## config.mk

```make
export PLATFORM = sky130hd
export DESIGN_NAME = tick_sequencer
export DESIGN_NICKNAME = d
export VERILOG_FILES = /design/src/rtl/tick_pkg.sv /design/src/rtl/ce_counter.sv /design/src/rtl/tick_sequencer.sv
export SDC_FILE = /design/constraint.sdc
export NUM_CORES = 1
export LEC_CHECK = 0
export BUFFER_PORTS_ARGS = -buffer_cell sky130_fd_sc_hd__buf_2
export CORE_MARGIN = 3
export CORE_UTILIZATION = 40
export CTS_CLUSTER_DIAMETER = 150
export CTS_CLUSTER_SIZE = 8
export DETAILED_ROUTE_END_ITERATION = 7
export GPL_TIMING_DRIVEN = 0
export HOLD_SLACK_MARGIN = 0.03
export SYNTH_ARGS = -nofsm -noshare
export SYNTH_HDL_FRONTEND = slang
export SYNTH_SLANG_ARGS = --single-unit
```

## constraint.sdc

```tcl
create_clock -name clk_in -period 1.9 [get_ports clk_in]
set_clock_uncertainty 0.05 [all_clocks]
set_input_delay 0.095 -clock clk_in [delete_from_list [all_inputs] [get_ports clk_in]]
set_output_delay 0.095 -clock clk_in [all_outputs]
set_load 0.005 [all_outputs]
```

## src/rtl/tick_pkg.sv

```systemverilog
// Shared definitions for the tick sequencer: sequencing states, default
// divider ratios and the divider counter width rule.
package tick_pkg;

    typedef enum logic [1:0] {
        HALTED  = 2'd0,
        RUN     = 2'd1,
        HALTING = 2'd2,
        STEP    = 2'd3
    } tick_state_e;

    localparam int CPU_DIV_DEFAULT = 50;
    localparam int PIX_DIV_DEFAULT = 20;

    // A divide-by-1 counter still needs one bit of storage.
    function automatic int cnt_width(input int div);
        return (div <= 2) ? 1 : $clog2(div);
    endfunction

endpackage

```

## src/rtl/ce_counter.sv

```systemverilog
// Modulo-DIV counter producing a one-cycle strobe on its last count while
// enabled; clr parks it at zero.
module ce_counter
    import tick_pkg::*;
#(
    parameter int DIV = PIX_DIV_DEFAULT
) (
    input  logic clk_in,
    input  logic rst_n,
    input  logic clr,
    input  logic en,
    output logic strobe
);

    localparam int W = cnt_width(DIV);
    localparam logic [W-1:0] LAST = W'(DIV - 1);

    logic [W-1:0] cnt_q;

    // Count 0..DIV-1 and wrap while enabled.
    always_ff @(posedge clk_in or negedge rst_n) begin
        if (!rst_n) begin
            cnt_q <= '0;
        end else if (clr) begin
            cnt_q <= '0;
        end else if (en) begin
            if (cnt_q == LAST) begin
                cnt_q <= '0;
            end else begin
                cnt_q <= cnt_q + W'(1);
            end
        end else begin
            cnt_q <= cnt_q;
        end
    end

    assign strobe = en && (cnt_q == LAST);

endmodule

```

## src/rtl/tick_sequencer.sv

```systemverilog
// Clock-enable generator for the CPU core and pixel pipeline, with
// run/halt/single-step sequencing of the CPU enable.
module tick_sequencer
    import tick_pkg::*;
#(
    parameter int CPU_DIV = CPU_DIV_DEFAULT,
    parameter int PIX_DIV = PIX_DIV_DEFAULT,
    parameter int CNT_W   = 32
) (
    input  logic             clk_in,
    input  logic             rst_n,
    input  logic             run_en,
    input  logic             halt_req,
    input  logic             step,
    output logic             halt_ack,
    output logic             cpu_ce,
    output logic             pix_ce,
    output logic [CNT_W-1:0] cpu_cycles,
    output logic [1:0]       state
);

    tick_state_e      state_q;
    logic             halt_ack_q;
    logic             pix_run_q;
    logic [CNT_W-1:0] cpu_cycles_q;

    logic cpu_active_s;
    logic cpu_strobe_s;
    logic pix_strobe_s;
    logic run_ok_s;

    assign cpu_active_s = (state_q != HALTED);
    assign run_ok_s     = run_en && !halt_req;

    ce_counter #(.DIV(CPU_DIV)) u_cpu_cnt (
        .clk_in (clk_in),
        .rst_n  (rst_n),
        .clr    (!cpu_active_s),
        .en     (cpu_active_s),
        .strobe (cpu_strobe_s)
    );

    ce_counter #(.DIV(PIX_DIV)) u_pix_cnt (
        .clk_in (clk_in),
        .rst_n  (rst_n),
        .clr    (1'b0),
        .en     (pix_run_q),
        .strobe (pix_strobe_s)
    );

    // Pixel timing starts on the first edge after reset and never stops.
    always_ff @(posedge clk_in or negedge rst_n) begin
        if (!rst_n) begin
            pix_run_q <= 1'b0;
        end else begin
            pix_run_q <= 1'b1;
        end
    end

    // Sequencing FSM; a period in flight always completes before HALTED.
    always_ff @(posedge clk_in or negedge rst_n) begin
        if (!rst_n) begin
            state_q    <= HALTED;
            halt_ack_q <= 1'b1;
        end else begin
            case (state_q)
                HALTED: begin
                    if (run_ok_s) begin
                        state_q    <= RUN;
                        halt_ack_q <= 1'b0;
                    end else if (step) begin
                        state_q    <= STEP;
                        halt_ack_q <= 1'b0;
                    end else begin
                        state_q    <= HALTED;
                        halt_ack_q <= 1'b1;
                    end
                end
                RUN: begin
                    if (!run_ok_s && cpu_strobe_s) begin
                        state_q    <= HALTED;
                        halt_ack_q <= 1'b1;
                    end else if (!run_ok_s) begin
                        state_q    <= HALTING;
                        halt_ack_q <= 1'b0;
                    end else begin
                        state_q    <= RUN;
                        halt_ack_q <= 1'b0;
                    end
                end
                HALTING, STEP: begin
                    if (cpu_strobe_s) begin
                        state_q    <= HALTED;
                        halt_ack_q <= 1'b1;
                    end else begin
                        state_q    <= state_q;
                        halt_ack_q <= 1'b0;
                    end
                end
                default: begin
                    state_q    <= HALTED;
                    halt_ack_q <= 1'b1;
                end
            endcase
        end
    end

    // Count every consumed CPU strobe, wrapping naturally.
    always_ff @(posedge clk_in or negedge rst_n) begin
        if (!rst_n) begin
            cpu_cycles_q <= '0;
        end else if (cpu_strobe_s) begin
            cpu_cycles_q <= cpu_cycles_q + CNT_W'(1);
        end else begin
            cpu_cycles_q <= cpu_cycles_q;
        end
    end

    assign cpu_ce     = cpu_strobe_s;
    assign pix_ce     = pix_strobe_s;
    assign halt_ack   = halt_ack_q;
    assign cpu_cycles = cpu_cycles_q;
    assign state      = state_q;

endmodule

```

* Yosys cells after proc, flatten, opt, wreduce, memory -nomap -nowiden
Index checks and enable logic that the tools add are counted.
Word-level totals: register bits 47, input bits 5, logic and storage cells 38
Cells by class: mux-type cells 14, reduce and logical (&&, ||, !) cells 9, $add $sub $neg 3, equal/unequal tests 6
Operators with widths (count):
- adder 32 x 1 -> 32 bit (second input constant) | 1
- 2-to-1 mux 6 bit | 2
- 2-to-1 mux 2 bit | 5
- adder 6 x 1 -> 6 bit (second input constant) | 1
- equality test 6 bit (second input constant) | 1
- one-hot mux 2 bit (3 select lines) | 1
- adder 5 x 1 -> 5 bit (second input constant) | 1
- equality test 5 bit (second input constant) | 1
- 2-to-1 mux 5 bit | 1
- equality test 2 bit (second input constant) | 2
- logical AND 1 bit | 4
- 2-to-1 mux 1 bit | 4
- one-hot mux 1 bit (3 select lines) | 1
- equality test 2 x 1 -> 1 bit (second input constant) | 1
- logical NOT 1 bit | 2
- logical NOT 2 bit | 1
- inequality test 2 bit (second input constant) | 1
- nonzero test 2 bit | 1
- OR reduction 2 bit | 1

* Logic depth before layout (Yosys ltp)
Gate-level depths: netlist (run 1).
word-level depth 6, gate-level depth with buffers 8, mapped depth without buffers 7

* By module
Synthesis (run 1) repeated with hierarchy kept, for this count alone.
Unflattened totals: cell total of the unflattened synthesis 218, area, all modules 2336.0 µm²
By module, submodules not included:
- tick_sequencer | cells each 150, seq. area each 902.1 µm², area each 1665.3 µm², times used 1
- ce_counter (u_cpu_cnt) | cells each 43, seq. area each 150.1 µm², area each 409.1 µm², times used 1
- ce_counter (u_pix_cnt) | cells each 25, seq. area each 125.1 µm², area each 261.5 µm², times used 1

* Worst setup path after synthesis (run 1)
Ideal clock, no wire load.
kind flip-flop to flip-flop, start point register u_cpu_cnt.cnt_q[1], end point register cpu_cycles_q[9], in the netlist cpu_cycles[9], data required time 1.725 ns, clock period less this slack 1.686 ns, cell stages (with the launch flop) 7, slack 0.214 ns, path buffers 0, data arrival time 1.511 ns, library setup time 0.125 ns, cells stage by stage dfrtp_1 > inv_1 > ha_1 > nor3b_4 > nand2_1 > or4_1 > xnor2_1
On the way: word-level cells in the longest chain between the ends 2
RTL lines:
- from (decl) | RTL line ce_counter.sv:18 | logic [W-1:0] cnt_q;
- from (signal assigned) | RTL line ce_counter.sv:30 | cnt_q <= cnt_q + W'(1);
- from (signal assigned) | RTL line ce_counter.sv:33 | cnt_q <= cnt_q;
- equality test 6 bit | RTL line ce_counter.sv:37 | assign strobe = en && (cnt_q == LAST);
- logical AND 1 bit | RTL line ce_counter.sv:37
- to (signal assigned) | RTL line tick_sequencer.sv:113 | cpu_cycles_q <= cpu_cycles_q + CNT_W'(1);
- to (signal assigned) | RTL line tick_sequencer.sv:115 | cpu_cycles_q <= cpu_cycles_q;
- to (decl) | RTL line tick_sequencer.sv:25 | logic [CNT_W-1:0] cpu_cycles_q;
Every way passes these cells. A chain may end at the register's enable or synchronous reset.

* Worst setup path after layout (run 1)
start point register u_cpu_cnt.cnt_q[1], end point output cpu_ce
On the way: word-level cells in the longest chain between the ends 2
RTL lines:
- equality test 6 bit | RTL line ce_counter.sv:37
- logical AND 1 bit | RTL line ce_counter.sv:37
- to (decl) | RTL line tick_sequencer.sv:16 | output logic cpu_ce,
Every way passes these cells.

==> impl_metrics.csv, run 1 <==
group,metric,value,unit
yosys,yosys.area_share.simple,0.2740,
timing,slew_headroom,0.3091,
yosys,synth_area_leaders,"dfrtp_1 50%, xnor2_1 9.5%, xor2_1 4.9%, and4_1 3.4%, nand4_1 3.2%",
timing,period_share,0.9175,
placed_design,portBuffers,41,
yosys,avgSynthCellArea,11.22,µm²
setup_path,crit_required,1.75,ns
floorplan,dieHeight,82.01,µm
floorplan,dieArea,0.006726,mm²
setup_path,path_buf_inv,4,
status,outcome,"complete, no violations",
setup_path,critPathCaptureType,"output port",
setup_path,critPathKind,"flop to output port",
detailed_routing,wl_per_cell,13.50,µm
setup_path,crit_arrival,1.60,ns
finish,final_common_cell,"dfrtp_1",
detailed_routing,viasPerCell,5.091,
setup_path,cpLargestDelayFamily,"buffers and inverters",
floorplan,num_rows,27,
detailed_routing,drt_iter0_markers,43,
global_routing,grt_usage,0.1503,
yosys,yosysTopAreaCellShare,0.4981,
global_routing,grt_max_degree,48,
detailed_routing,ant_nets,0,
setup_path,slowest_delay,0.40,ns
floorplan,initial_core_util,0.4171,
finish,fill_cells,551,
floorplan,coreArea,0.005540,mm²
finish,syn_to_final_growth,18.03,%
yosys,synth_compound_area_frac,0.02707,
yosys,synth.largest_area_cell,"dfrtp_1",
setup_path,cp_cell_sequence,"inv_1, ha_1, nor3b_4, nand2_1, buf_4, inv_2, buf_2",
yosys,ys_types,40,
global_routing,overflow,0,
yosys,synth-edff-count,0,
detailed_routing,dr.pass1.iters,4,
setup_path,path_max_fanout,10,
yosys,synth_warnings,0,
setup_path,crit_slowest_cell,"dfrtp_1",
timing,fin_crit,1.743,ns
cts,clock-sinks,47,
yosys,synth_ff_type,"dfrtp_1",
timing,hold_violations,0,
finish,drive_above_1_share,0.2636,
cts,max-clock-path-buffers,2,
placed_design,post-dp-hpwl,3163,µm
min_path,worstHoldPathType,"primary input to flop",
timing,worstMarginPinSlew,1.036,ns
power,p_leak,1.341,nW
placed_design,placed_area,0.002606,mm²
setup_path,crit_path_start_kind,"flop",
global_routing,grt_pass1_vias,1617,
detailed_routing,via_count,1680,
finish,diodes,0,
cts,clk_pin_slew,0.08,ns
yosys,synth_xor_area_frac,0.1440,
yosys,syn_inst,206,
finish,design_area,0.002728,mm²
timing,hold_slack,0.07329,ns
yosys,synth_top_family_by_area,"simple AND/OR/NAND/NOR gates",
cts,clock_latency,0.29,ns
power,powerDensity,876.6,mW/mm²
placed_design,gp_congestion,0.7649,
yosys,synth-seq-cells,47,
detailed_routing,wirelength,4455,µm
timing,max_freq,0.5736,GHz
yosys,synth_nets,215,
finish,layout_common_cells,"45 x dfrtp_1, 41 x buf_2, 25 x xnor2_1, 17 x nand2_1",
global_routing,antenna_found_initial,0,
finish,nNetsFinal,266,
job,max-cap-violations,0,
detailed_routing,drc,0,
timing,setup-violations-final,0,
yosys,syn_area,0.002311,mm²
yosys,synthAdderAreaFrac,0.02166,
cts,root_buffer,"clkbuf_8",
cts,tritoncts,"yes",
yosys,async_flop_share,1.000,
cts,cts_buffers,5,
global_routing,grt_pass1_wl,7790,µm
timing,rsz0062_at_grt,"no",
power,irDropWorstVdd,741.6,µV
timing,slew_violations,0,
floorplan,pin_count,42,
yosys,synth_mux_area_frac,0.004873,
yosys,ys_seq_area_frac,0.5095,
cts,htreeDepth,2,
timing,final.setup.tns,0,ns
floorplan,fp.dieW,82.01,µm
## synth_stat cells (2+ instances only)
library cell,number
and4_1,9
and3_1,6
nor3b_1,2
o21ai_0,3
nand2b_1,2
nand3_1,12
nor4_2,4
and2_1,2
buf_2,2
nor2b_1,2
nor2_1,14
dfrtp_1,46
nand4bb_1,2
nand4_2,2
nor3_1,3
nand2_1,17
xor2_1,13
nand4_1,12
xnor2_1,25
ha_1,4
inv_1,4
a21oi_1,2
## sequential cells by signal, indices dropped and copies added, names as in the netlist
register and cells:
state 2, u_cpu_cnt.cnt_q 6, pix_run_q 1, halt_ack 1, u_pix_cnt.cnt_q 5, cpu_cycles 32
## worst reg2reg max path: cells and delay by family (launching register included)
kind | cells | cell delay (ns)
xor+xnor | 1 | 0.18
fa+ha+maj | 1 | 0.21
buf+inv | 1 | 0.14
flops | 1 | 0.42
simple gates | 3 | 0.67
## logic make-up (layout without fill, tap and decap cells)
logic type	count (synthesis)	in the layout
compound gates	10	10
xor+xnor	38	38
fa+ha+maj	4	4
buf+inv	8	60
flops	47	47
mux	1	1
other cells	1	1
simple gates	97	97
## final cells by class
cell class	instances	area, µm²	share of cell area
plain buffers	3	26.28	0.009633
clock buffers	8	80.08	0.02936
inverters	5	18.77	0.006881
multi-input cells	151	1101	0.4037
flip-flops and latches	47	1179	0.4321
well taps	72	90.09	0.03303
repair buffers	44	232.7	0.08532
## routing by layer
| metal | up-vias | global-route usage | wire length (µm) |
|---|---|---|---|
| met1 | 813 | 0.2055 | 2145 |
| met4 | 0 | 0.05482 | 53 |
| met5 | - | 0 | 0 |
| li1 | 829 | - | - |
| met2 | 33 | 0.2342 | 2054 |
| met3 | 5 | 0.03180 | 202 |
## repair_timing
item,4_1_cts,5_1_grt
hold buffers,2,0
setup buffers,1,0
gates resized for setup,0,7
endpoints found under the hold margin,48,0
gates cloned,0,0
endpoints found under the setup margin,1,14
## path summary, 6_finish.rpt
path,startpoint,endpoint,slack [ns],depth (start not counted)
max,u_cpu_cnt.cnt_q[1],cpu_ce,0.16,7
min,run_en,halt_ack,0.07,4
max reg2reg,cpu_cycles[1],cpu_cycles[22],0.16,6
min reg2reg,cpu_cycles[31],cpu_cycles[31],0.43,1
max in group asynchronous,rst_n,cpu_cycles[0],0.62,2
min in group asynchronous,rst_n,cpu_cycles[11],0.47,2
## stage by stage
step           instances  worst slack, ns    util  power [mW]
2_1_floorplan        206           0.2142       -       1.678
3_3_place_gp         319          0.05877  0.4704       1.807
3_5_place_dp         319          0.04254  0.4704       1.824
4_1_cts              330          0.05070  0.4898       2.424
5_1_grt              330         0.002122  0.4923       2.586
6_report             330           0.1567  0.4923       2.391
## report_power, final
| part | internal, mW | total, mW | switching, mW |
|---|---|---|---|
| registers | 1.16 | 1.35 | 0.191 |
| clock network | 0.262 | 0.578 | 0.316 |
| logic | 0.251 | 0.465 | 0.215 |
| total | 1.67 | 2.39 | 0.722 |
No activity file was read; power rests on OpenSTA's default activity.
==> run 2, diff against run 1 <==
--- a/config.mk
+++ b/config.mk
@@ -8,6 +8,7 @@
 export BUFFER_PORTS_ARGS = -buffer_cell sky130_fd_sc_hd__buf_2
 export CORE_MARGIN = 3
 export CORE_UTILIZATION = 40
+export CTS_BUF_LIST = sky130_fd_sc_hd__clkbuf_8
 export CTS_CLUSTER_DIAMETER = 150
 export CTS_CLUSTER_SIZE = 8
 export DETAILED_ROUTE_END_ITERATION = 7
==> run 2 against run 1 <==
Via count shrank 0.42%. Register-to-register slack is essentially flat. Utilization is the same. First-iteration DRC count shrank 28%. Non-clock buffer count is the same. Cell count is the same. Clock power shrank 3%. Fmax grew 0.15%. Global-route usage is the same. Combinational power is essentially flat. Largest cell class unchanged. Largest power group unchanged.
==> impl_metrics.csv, run 2 (same netlist as run 1, synthesis figures left out) <==
group,metric,value,unit
job,max-cap-violations,0,
finish,fin_util,0.4923,
timing,fin_ws,0.1593,ns
detailed_routing,wl_per_cell,13.56,µm
finish,final_common_cell,"dfrtp_1",
finish,syn_to_final_growth,18.03,%
placed_design,post-dp-hpwl,3163,µm
global_routing,grt_pass1_wl,7797,µm
timing,final.setup.tns,0,ns
detailed_routing,via_count,1673,
cts,clock_latency,0.29,ns
placed_design,portBuffers,41,
floorplan,fp.dieW,82.01,µm
status,outcome,"complete, no violations",
setup_path,worst_r2r_endpoint,"cpu_cycles[22]",
setup_path,r2r_cells,6,
detailed_routing,viasPerCell,5.070,
floorplan,dieArea,0.006726,mm²
global_routing,overflow,0,
timing,setup-violations-final,0,
floorplan,initial_core_util,0.4171,
finish,largest_reg_flops,32,
detailed_routing,dr.pass1.iters,4,
detailed_routing,drt_iter0_markers,31,
detailed_routing,ant_nets,0,
floorplan,dieHeight,82.01,µm
finish,layout_common_cells,"45 x dfrtp_1, 41 x buf_2, 25 x xnor2_1, 17 x nand2_1",
setup_path,crit_required,1.75,ns
cts,root_buffer,"clkbuf_8",
power,p_leak,1.353,nW
timing,slew_violations,0,
setup_path,critPathKind,"flop to output port",
finish,diodes,0,
setup_path,crit_path_start_kind,"flop",
finish,nNetsFinal,266,
timing,hold_violations,0,
cts,htreeDepth,2,
timing,fin_crit,1.741,ns
cts,cts_buffers,5,
setup_path,r2r_setup_slack,0.16,ns
setup_path,path_max_fanout,10,
finish,drive_above_1_share,0.2636,
placed_design,gp_congestion,0.7649,
placed_design,place_ws,0.04254,ns
min_path,hp-start,"run_en",
timing,rsz0062_at_grt,"no",
cts,clock-sinks,47,
timing,worstMarginPinSlew,1.035,ns
floorplan,num_rows,27,
timing,max_freq,0.5745,GHz
min_path,worstHoldPathType,"primary input to flop",
cts,tritoncts,"yes",
detailed_routing,drc,0,
global_routing,antenna_found_initial,0,
power,powerDensity,870.9,mW/mm²
global_routing,grt_max_degree,48,
detailed_routing,wirelength,4474,µm
global_routing,grt_pass1_vias,1619,
setup_path,critPathCaptureType,"output port",
global_routing,grt_usage,0.1503,
setup_path,rr_startpoint,"cpu_cycles[1]",
floorplan,pin_count,42,
timing,slew_headroom,0.3098,
cts,max-clock-path-buffers,2,
setup_path,crit_arrival,1.60,ns
power,irDropWorstVdd,741.7,µV
floorplan,coreArea,0.005540,mm²
timing,period_share,0.9161,
min_path,whs_path_depth,4,
cts,clk_pin_slew,0.08,ns
min_path,worstHoldEndpoint,"halt_ack",
==> run 2: changes by cell type in the layout (fill, tap and decap cells not counted) <==
| cell | delta |
|---|---|
| clkbuf_1 | -3 |
| inv_1 | +3 |
==> run 2: metal layers <==
metal  track usage  vias to the layer above  routed length, µm
li1              -                      831                  -
met1        0.2055                      808               2177
met2        0.2342                       29               2053
met3       0.03180                        5                190
met4       0.05482                        0                 53
met5             0                        -                  0
==> run 2: power by group <==
| part | internal [mW] | switching, mW |
|---|---|---|
| logic | 0.251 | 0.214 |
| clock network | 0.246 | 0.317 |
| registers | 1.16 | 0.191 |
==> run 2: timing repair <==
| action | 4_1_cts | 5_1_grt |
|---|---|---|
| resized for setup | 0 | 7 |
| hold endpoints to repair | 48 | 0 |
| cloned | 0 | 0 |
| endpoints found under the setup margin | 1 | 14 |
| buffers inserted | 1 | 0 |
| hold buffers | 2 | 0 |
==> run 2: layout make-up <==
type                       instances  area, µm²
clock inverter                     3      11.26
inverter                           5      18.77
fill                             551       2813
tap                               72      90.09
sequential                        47       1179
buffer                             3      26.28
timing repair buffer              44      232.7
clock buffer                       5      68.82
multi-input combinational        151       1101
==> run 2: metrics by stage <==
step           area (µm²)  hold WS, ns  power [mW]  cells
2_1_floorplan        2311      -0.2506       1.678    206
3_3_place_gp         2606       0.2417       1.807    319
3_5_place_dp         2606       0.2447       1.824    319
4_1_cts              2714      0.05912       2.408    330
5_1_grt              2728      0.08964       2.571    330
6_report             2728      0.07364       2.376    330
==> run 2: how the worst max path moves through the flow <==
stage / start / to / depth (start not counted)
after floorplan: u_cpu_cnt.cnt_q[1] / cpu_cycles[9] / 6
after global placement: u_cpu_cnt.cnt_q[1] / cpu_cycles[22] / 7
after detailed placement: u_cpu_cnt.cnt_q[1] / cpu_cycles[22] / 7
after CTS: u_cpu_cnt.cnt_q[0] / cpu_ce / 6
after global routing: u_cpu_cnt.cnt_q[1] / cpu_ce / 7
final: u_cpu_cnt.cnt_q[1] / cpu_ce / 7
==> run 2: worst max-delay path: stages, from the launching register on <==
cell,delay [ns]
dfrtp_1,0.40
inv_1,0.06
ha_1,0.14
nor3b_4,0.19
nand2_1,0.10
buf_4,0.20
inv_2,0.10
buf_2,0.12
